==> src/rtl/led_pkg.sv <==
// Shared constants for the LED PWM output stage: config word layout,
// LED word width and the power-on duty value.
package led_pkg;

    localparam int CFG_BLINK_BIT = 8;
    localparam int DUTY_LSB      = 0;
    localparam int LED_WIDTH     = 16;
    localparam int MAX_PWM_BITS  = 8;

    // Full brightness; the top slices off the low PWM_BITS bits.
    localparam logic [MAX_PWM_BITS-1:0] DUTY_RESET = '1;

endpackage

==> src/rtl/led_pwm_timebase.sv <==
// PWM timebase: prescaler, PWM period counter and the period boundary pulse.
// The boundary is high for the single clock whose edge ends the period.
module led_pwm_timebase
    import led_pkg::*;
#(
    parameter int PRESCALE = 4,
    parameter int PWM_BITS = 8
) (
    input  logic                clk_i,
    input  logic                rst_ni,
    output logic [PWM_BITS-1:0] pwm_cnt_o,
    output logic                boundary_o
);

    localparam int                 PRESC_W   = (PRESCALE > 1) ? $clog2(PRESCALE) : 1;
    localparam logic [PRESC_W-1:0] PRESC_MAX = PRESC_W'(PRESCALE - 1);

    logic [PRESC_W-1:0]  presc_q,  presc_d;
    logic [PWM_BITS-1:0] pwmCnt_q, pwmCnt_d;
    logic                tick;

    // Prescaler wraps at PRESCALE-1; the PWM counter steps once per wrap.
    always_comb begin
        tick       = (presc_q == PRESC_MAX);
        presc_d    = tick ? '0 : presc_q + 1'b1;
        pwmCnt_d   = tick ? pwmCnt_q + 1'b1 : pwmCnt_q;
        boundary_o = tick && (pwmCnt_q == '1);
        pwm_cnt_o  = pwmCnt_q;
    end

    // Counter registers, cleared asynchronously.
    always_ff @(posedge clk_i or negedge rst_ni) begin
        if (!rst_ni) begin
            presc_q  <= '0;
            pwmCnt_q <= '0;
        end else begin
            presc_q  <= presc_d;
            pwmCnt_q <= pwmCnt_d;
        end
    end

endmodule

==> src/rtl/led_pwm_driver.sv <==
// LED pin driver: PWM brightness and optional blinking on the latched LED word.
// Data and config are shadowed at period boundaries so a period never mixes
// two settings.
module led_pwm_driver
    import led_pkg::*;
#(
    parameter int PRESCALE      = 4,
    parameter int PWM_BITS      = 8,
    parameter int BLINK_PERIODS = 64
) (
    input  logic                 led_clk,
    input  logic                 ledrst,
    input  logic [LED_WIDTH-1:0] leddata,
    input  logic                 cfgcs,
    input  logic [15:0]          cfgwdata,
    output logic [LED_WIDTH-1:0] led_pins,
    output logic                 period_start
);

    localparam int                 BLINK_W   = (BLINK_PERIODS > 1) ? $clog2(BLINK_PERIODS) : 1;
    localparam logic [BLINK_W-1:0] BLINK_MAX = BLINK_W'(BLINK_PERIODS - 1);
    localparam logic [PWM_BITS-1:0] DUTY_INIT = DUTY_RESET[PWM_BITS-1:0];

    logic [PWM_BITS-1:0]  pwmCnt;
    logic                 boundary;

    logic [PWM_BITS-1:0]  dutyReg_q,    dutyReg_d;
    logic                 blinkEnReg_q, blinkEnReg_d;
    logic [LED_WIDTH-1:0] dataSh_q,     dataSh_d;
    logic [PWM_BITS-1:0]  dutySh_q,     dutySh_d;
    logic                 blinkSh_q,    blinkSh_d;
    logic [BLINK_W-1:0]   blinkCnt_q,   blinkCnt_d;
    logic                 blinkPhase_q, blinkPhase_d;
    logic [LED_WIDTH-1:0] ledPins_q,    ledPins_d;
    logic                 periodStart_q, periodStart_d;
    logic                 pwmOn;
    logic                 blank;
    logic                 unusedCfgBits;

    led_pwm_timebase #(
        .PRESCALE (PRESCALE),
        .PWM_BITS (PWM_BITS)
    ) u_timebase (
        .clk_i      (led_clk),
        .rst_ni     (ledrst),
        .pwm_cnt_o  (pwmCnt),
        .boundary_o (boundary)
    );

    // Only the duty field and blink enable of the config word are meaningful.
    assign unusedCfgBits = ^cfgwdata;

    // Config capture, boundary shadowing, blink phase and pin drive.
    always_comb begin
        dutyReg_d     = dutyReg_q;
        blinkEnReg_d  = blinkEnReg_q;
        dataSh_d      = dataSh_q;
        dutySh_d      = dutySh_q;
        blinkSh_d     = blinkSh_q;
        blinkCnt_d    = blinkCnt_q;
        blinkPhase_d  = blinkPhase_q;

        if (cfgcs) begin
            dutyReg_d    = cfgwdata[DUTY_LSB +: PWM_BITS];
            blinkEnReg_d = cfgwdata[CFG_BLINK_BIT];
        end

        if (boundary) begin
            dataSh_d  = leddata;
            dutySh_d  = dutyReg_q;
            blinkSh_d = blinkEnReg_q;
        end

        if (!blinkSh_q) begin
            blinkCnt_d   = '0;
            blinkPhase_d = 1'b0;
        end else if (boundary) begin
            if (blinkCnt_q == BLINK_MAX) begin
                blinkCnt_d   = '0;
                blinkPhase_d = !blinkPhase_q;
            end else begin
                blinkCnt_d   = blinkCnt_q + 1'b1;
            end
        end

        pwmOn         = (dutySh_q == '1) || (pwmCnt < dutySh_q);
        blank         = blinkSh_q && blinkPhase_q;
        ledPins_d     = dataSh_q & {LED_WIDTH{pwmOn && !blank}};
        periodStart_d = boundary;
    end

    // State registers; reset comes back at full brightness with blinking off.
    always_ff @(posedge led_clk or negedge ledrst) begin
        if (!ledrst) begin
            dutyReg_q     <= DUTY_INIT;
            blinkEnReg_q  <= 1'b0;
            dataSh_q      <= '0;
            dutySh_q      <= DUTY_INIT;
            blinkSh_q     <= 1'b0;
            blinkCnt_q    <= '0;
            blinkPhase_q  <= 1'b0;
            ledPins_q     <= '0;
            periodStart_q <= 1'b0;
        end else begin
            dutyReg_q     <= dutyReg_d;
            blinkEnReg_q  <= blinkEnReg_d;
            dataSh_q      <= dataSh_d;
            dutySh_q      <= dutySh_d;
            blinkSh_q     <= blinkSh_d;
            blinkCnt_q    <= blinkCnt_d;
            blinkPhase_q  <= blinkPhase_d;
            ledPins_q     <= ledPins_d;
            periodStart_q <= periodStart_d;
        end
    end

    assign led_pins     = ledPins_q;
    assign period_start = periodStart_q;

endmodule

==> config.mk <==
export PLATFORM = sky130hd
export DESIGN_NAME = led_pwm_driver
export DESIGN_NICKNAME = d
export VERILOG_FILES = /design/src/rtl/led_pkg.sv /design/src/rtl/led_pwm_timebase.sv /design/src/rtl/led_pwm_driver.sv
export SDC_FILE = /design/constraint.sdc
export NUM_CORES = 1
export LEC_CHECK = 0
export CAP_MARGIN = 5
export CORE_ASPECT_RATIO = 1.5
export CORE_UTILIZATION = 54
export CTS_BUF_LIST = sky130_fd_sc_hd__clkbuf_2 sky130_fd_sc_hd__clkbuf_4 sky130_fd_sc_hd__clkbuf_8
export DETAILED_ROUTE_END_ITERATION = 6
export PLACE_DENSITY = 0.82
export SETUP_SLACK_MARGIN = 0.1
export SYNTH_ARGS = -nofsm -noshare
export SYNTH_HDL_FRONTEND = slang
export SYNTH_SLANG_ARGS = --single-unit
==> constraint.sdc <==
create_clock -name led_clk -period 2.6 [get_ports led_clk]
set_input_delay 0.65 -clock led_clk [delete_from_list [all_inputs] [get_ports led_clk]]
set_output_delay 0.65 -clock led_clk [all_outputs]
set_load 0.02 [all_outputs]
==> flow_summary_export.csv, run 1 <==
group,metric,value,unit
grt,met1_usage,23.3,%
finish,fillers,377,
logic_synthesis,ys.flop_type,"dfrtp_1",
place,place_congestion,0.792,
setup_path,arrival,2.46,ns
grt,antenna_found_initial,0,
detailed_routing,drt_iter0_drc,121,
finish,nets,324,
grt,grt_max_degree,69,
finish,final_area,3660,um^2
finish,fin_cells,352,
finish,drive_above_1_share,28.9,%
setup_path,worstSetupPathType,"reg -> reg",
finish,layout_common_cells,"52 x dfrtp_1, 43 x clkdlybuf4s50_1, 31 x nand2_1, 28 x mux2_2, 16 x dfstp_2",
logic_synthesis,synth_fp_nets,273,
timing,finalMaxSlewViolations,0,
logic_synthesis,synth_warnings,0,
floorplan,rows,32,
job,max_cap_violations,0,
clock_tree,cts.hold.buffers_added,0,
detailed_routing,first_pass_iters,4,
timing,final_hold_viol_count,0,
timing,rsz0062_at_grt,"false",
power,ir_drop,0.435,mV
detailed_routing,wirelength,5.33,mm
place,io_buffers,44,
detailed_routing,vias_per_cell,5.39,
timing,relSlewSlack,24.3,%
grt,track_usage,21.1,%
timing,fin_crit_sh,87.8,%
run_status,status,"complete, no violations",
clock_tree,worstSkewPairLatency,0.35,ns
logic_synthesis,synth_edf_count,0,
logic_synthesis,synth.ff_latch_count,68,
clock_tree,h-tree-depth,3,
floorplan,core,5200,um^2
grt,grt_pass1_wl,9.11,mm
detailed_routing,wl_per_cell,15.1,um
finish,final_common_cell,"dfrtp_1",
timing,finClkSkew,0.0120,ns
clock_tree,post_cts_resized,0,
logic_synthesis,syn_area_per_cell,12.9,um^2
clock_tree,cts_setup_buffers,0,
clock_tree,clk_path_buf_depth,2,
power,leakagePower,1.59,nW
timing,fin_setup_tns,0,ns
grt,grt_pass1_vias,2010,
timing,fin_crit,2.28,ns
grt,grt_use_met2,36.6,%
clock_tree,cts_made_buffers,9,
finish,syn_to_final_growth,24.4,%
timing,worst_pin_slew,1.13,ns
logic_synthesis,synth_cell_types,37,
grt,overflow,0,
detailed_routing,num_vias,1897,
finish,diodes,0,
setup_path,critPathLaunchType,"register",
clock_tree,root_buffer,"clkbuf_8",
timing,fmax,438,MHz
setup_path,crit_fanout,16,
grt,busiest_layer,"met2",
place,place_hpwl,3.78,mm
floorplan,start_util,56.5,%
logic_synthesis,syn_area,2940,um^2
setup_path,crit_path_end_kind,"register",
floorplan,die_w,62.3,um
place,placed_cells,336,
logic_synthesis,synth_cells,228,
floorplan,ios,52,
grt,grtUsageMet3,5.42,%
place,place_area,3460,um^2
clock_tree,path_clk_slew,0.07,ns
hold_path,min_path_type,"in -> async",
clock_tree,cts.sinks,68,
timing,layout_setup_ws,0.318,ns
finish,regArea,1720,um^2
place,place_ws,0.328,ns
timing,setup_viol,0,
clock_tree,tritoncts,"done",
logic_synthesis,ys_seq_area_share,58.5,%
power,power.density,558,nW/um^2
finish,multi_input_area,1130,um^2
detailed_routing,drc,0,
floorplan,fp.dieH,92.4,um
finish,utilization,70.3,%
setup_path,cp.required,2.77,ns
detailed_routing,final_antenna_net_count,0,
logic_synthesis,synthArstFlopShare,100,%
floorplan,dieArea,5750,um^2
[cells in the mapped netlist, types with 2 or more instances]
library cell / instances / area share [%]
nand2_1: 31 / 4.0
nor3_2: 10 / 3.4
mux2_2: 28 / 11
dfstp_2: 16 / 14
nor2b_1: 2 / 0.43
and2_1: 2 / 0.43
xor2_1: 4 / 1.2
nand3_1: 2 / 0.34
xnor2_1: 5 / 1.5
nor3_1: 7 / 1.2
clkbuf_1: 3 / 0.38
buf_6: 2 / 0.77
nand2b_1: 2 / 0.43
o21a_1: 2 / 0.51
o21ai_0: 7 / 1.2
and3_1: 3 / 0.64
inv_1: 9 / 1.1
buf_4: 3 / 0.77
dfrtp_1: 52 / 44
nor2_1: 5 / 0.64
mux2i_1: 2 / 0.68
ha_1: 10 / 4.3
nand4_1: 7 / 1.5
[logic make-up (layout without fill, tap and decap cells)]
group | count (synthesis) | count (layout) | share of synthesized area [%]
AND/OR/NAND/NOR | 77 | 77 | 15.7
buffers and inverters | 18 | 74 | 3.23
AO/OA/AOI/OAI | 16 | 16 | 4.17
XOR/XNOR | 9 | 9 | 2.68
flip-flops | 68 | 68 | 58.5
adder cells (fa/ha/maj) | 10 | 10 | 4.25
multiplexers | 30 | 30 | 11.4
[final cells by class]
| class | instances | share of cell area (%) |
|---|---|---|
| multi-input combinational | 142 | 30.9 |
| tap | 68 | 2.33 |
| clock buffer | 12 | 4.17 |
| timing repair buffer | 49 | 13.3 |
| clock inverter | 4 | 1.33 |
| inverter | 9 | 0.923 |
| sequential | 68 | 47.1 |
[worst max-delay path, stage by stage (launching register included)]
cell and delay, ns:
dfstp_2 0.54, inv_1 0.06, ha_1 0.33, nand3_1 0.10, a31oi_2 0.91, nor3_1 0.16
[path summary, 6_finish.rpt]
check / endpoint / slack (ns) / startpoint / depth (start not counted)
max: led_pins[4] / 0.32 / dutySh_q[7] / 5
min: blinkCnt_q[3] / 0.32 / ledrst / 2
max reg2reg: led_pins[4] / 0.32 / dutySh_q[7] / 5
min reg2reg: u_timebase.presc_q[0] / 0.44 / u_timebase.presc_q[0] / 1
max in group asynchronous: dutySh_q[4] / 1.96 / ledrst / 2
min in group led_clk: u_timebase.presc_q[0] / 0.44 / u_timebase.presc_q[0] / 1
[flip-flops by register name, summed over array words and instances (netlist names)]
register and count:
period_start 1, dutyReg_q 8, u_timebase.presc_q 2, led_pins 16, blinkPhase_q 1, dataSh_q 16, blinkSh_q 1, blinkCnt_q 6
dutySh_q 8, blinkEnReg_q 1, u_timebase.pwm_cnt_o 8
[per-stage QoR]
stage	hold WS (ns)	power (mW)
global route	0.351	2.11
detailed placement	0.434	1.19
global placement	0.414	1.19
CTS	0.326	2.06
finish	0.320	2.04
floorplan	0.354	1.12
[routing by layer]
metal / routed length, um / part of all wire (%)
met1: 2110 / 40
met2: 2880 / 54
met4: 146 / 2.7
met3: 189 / 3.5
met5: 0 / 0
[report_power, final]
part / leakage, nW / switching (mW) / internal, mW / total [mW]
clock network: 0.107 / 0.383 / 0.489 / 0.872
registers: 0.877 / 0.00762 / 1.08 / 1.09
logic: 0.605 / 0.0308 / 0.0501 / 0.0809
total: 1.59 / 0.422 / 1.62 / 2.04
Power figures use the tool's default switching activity.
==> inputs of run 2 (changes only) <==
Settings changed: REMOVE_ABC_BUFFERS from default to 1.
Clock period 2.6 ns to 2.23 ns, I/O delays scaled along.
==> flow_summary_export.csv, run 2 (synthesized netlist as in run 1, its figures left out) <==
group,metric,value,unit
power,netSwitchingFraction,21.4,%
setup_path,arrival,2.17,ns
clock_tree,cts_made_buffers,9,
place,io_buffers,44,
finish,syn_to_final_growth,25.4,%
power,clkPwrFrac,42.8,%
detailed_routing,drt_iter0_drc,47,
floorplan,die_w,62.3,um
timing,fin_crit,1.97,ns
grt,grtUsageMet3,6.16,%
floorplan,start_util,56.5,%
timing,setup_viol,0,
clock_tree,cts_setup_buffers,0,
grt,grt_max_degree,40,
floorplan,dieArea,5750,um^2
run_status,status,"complete, no violations",
setup_path,max_stage_delay,0.59,ns
floorplan,ios,52,
place,place_area,3470,um^2
grt,grt_pass1_vias,2047,
detailed_routing,first_pass_iters,4,
detailed_routing,wl_per_cell,16.2,um
setup_path,cp_slowest_cell,"a31oi_4",
grt,antenna_found_initial,0,
power,combPwrFrac,4.2,%
grt,track_usage,22.7,%
power,ir_drop,0.587,mV
finish,final_area,3690,um^2
clock_tree,cts.hold.buffers_added,0,
clock_tree,path_clk_slew,0.07,ns
job,max_cap_violations,0,
grt,overflow,0,
power,switchingPower,513,uW
finish,layout_common_cells,"52 x dfrtp_1, 43 x clkdlybuf4s50_1, 31 x nand2_1, 28 x mux2_2, 16 x dfstp_2",
finish,final_common_cell,"dfrtp_1",
floorplan,rows,32,
timing,whs,0.210,ns
power,seq_power_share,53.0,%
detailed_routing,num_vias,1909,
timing,final_hold_viol_count,0,
power,leakagePower,1.58,nW
timing,relSlewSlack,54.3,%
grt,grt_pass1_wl,9.74,mm
grt,busiest_layer,"met2",
floorplan,fp.dieH,92.4,um
power,power.density,649,nW/um^2
place,place_hpwl,3.84,mm
clock_tree,clk_path_buf_depth,2,
timing,fin_setup_tns,0,ns
setup_path,cp.required,2.43,ns
clock_tree,cts.sinks,68,
setup_path,critPathLaunchType,"register",
place,place_congestion,0.824,
setup_path,crit_fanout,16,
setup_path,crit_path_end_kind,"register",
setup_path,worstSetupPathType,"reg -> reg",
timing,fmax,508,MHz
clock_tree,h-tree-depth,3,
hold_path,min_path_type,"in -> async",
detailed_routing,final_antenna_net_count,0,
finish,fin_cells,351,
timing,fin_crit_sh,88.3,%
timing,finalMaxSlewViolations,0,
place,placed_cells,335,
setup_path,worstPathCellList,"inv_1 -> ha_1 -> nand4_1 -> a31oi_4 -> nor3_1",
finish,nets,323,
detailed_routing,drc,0,
grt,grt_use_met2,38.1,%
finish,fillers,372,
grt,met1_usage,26.5,%
power,internal_power,1.88,mW
timing,rsz0062_at_grt,"false",
detailed_routing,vias_per_cell,5.44,
detailed_routing,wirelength,5.68,mm
finish,drive_above_1_share,28.6,%
clock_tree,root_buffer,"clkbuf_8",
finish,diodes,0,
timing,worst_pin_slew,0.685,ns
timing,finClkSkew,0.00659,ns
clock_tree,worstSkewPairLatency,0.35,ns
floorplan,core,5200,um^2
clock_tree,tritoncts,"done",
-- run 2: power groups by stage --
stage	registers (mW)	logic [mW]	clock network, mW
after CTS	1.27	0.102	1.04
final	1.27	0.100	1.03
after global placement	1.29	0.0984	0
after global routing	1.27	0.110	1.09
after floorplan	1.29	0.0182	0
after detailed placement	1.29	0.101	0
-- run 2: what timing repair did --
item / in CTS / in global routing
resized for setup: 1 / 0
hold endpoints to repair: 0 / 0
setup endpoints to repair: 16 / 0
-- run 2: path summary, 6_finish.rpt --
check | slack, ns | end | start | cells past startpoint
setup / recovery | 0.26 | led_pins[2] | dutySh_q[7] | 5
hold / removal | 0.21 | dataSh_q[4] | ledrst | 1
setup reg to reg | 0.26 | led_pins[2] | dutySh_q[7] | 5
hold reg to reg | 0.43 | u_timebase.presc_q[0] | u_timebase.presc_q[0] | 1
max in group asynchronous | 1.42 | dutySh_q[0] | ledrst | 2
min in group led_clk | 0.43 | u_timebase.presc_q[0] | u_timebase.presc_q[0] | 1
-- run 2: stage by stage --
| step | worst slack (ns) | util (%) | total power [mW] |
|---|---|---|---|
| 2_1_floorplan | -0.0805 | - | 1.31 |
| 4_1_cts | 0.259 | 70.9 | 2.41 |
| 5_1_grt | 0.171 | 70.9 | 2.47 |
| 6_report | 0.260 | 70.9 | 2.40 |
| 3_5_place_dp | -0.0672 | 66.8 | 1.39 |
| 3_3_place_gp | 0.0326 | 66.8 | 1.39 |
-- run 2: critical path, delay by kind of cell (launching register included) --
kind,cells,cell delay [ns]
buffers and inverters,1,0.05
adder cells (fa/ha/maj),1,0.33
flip-flops,1,0.55
AND/OR/NAND/NOR,2,0.30
AO/OA/AOI/OAI,1,0.59
-- run 2: metal layers --
metal,wire length [um],vias up
met5,0,-
li1,-,892
met1,2270,958
met4,157,0
met2,3020,43
met3,236,16
-- run 2: area by class of cell --
type	count	area, um^2	share of cell area (%)
Inverter	9	33.8	0.916
Multi-Input combinational cell	142	1140	30.9
Clock inverter	5	61.3	1.66
Tap cell	68	85.1	2.31
Clock buffer	11	145	3.93
Sequential cell	68	1720	46.7
Timing Repair Buffer	48	503	13.6
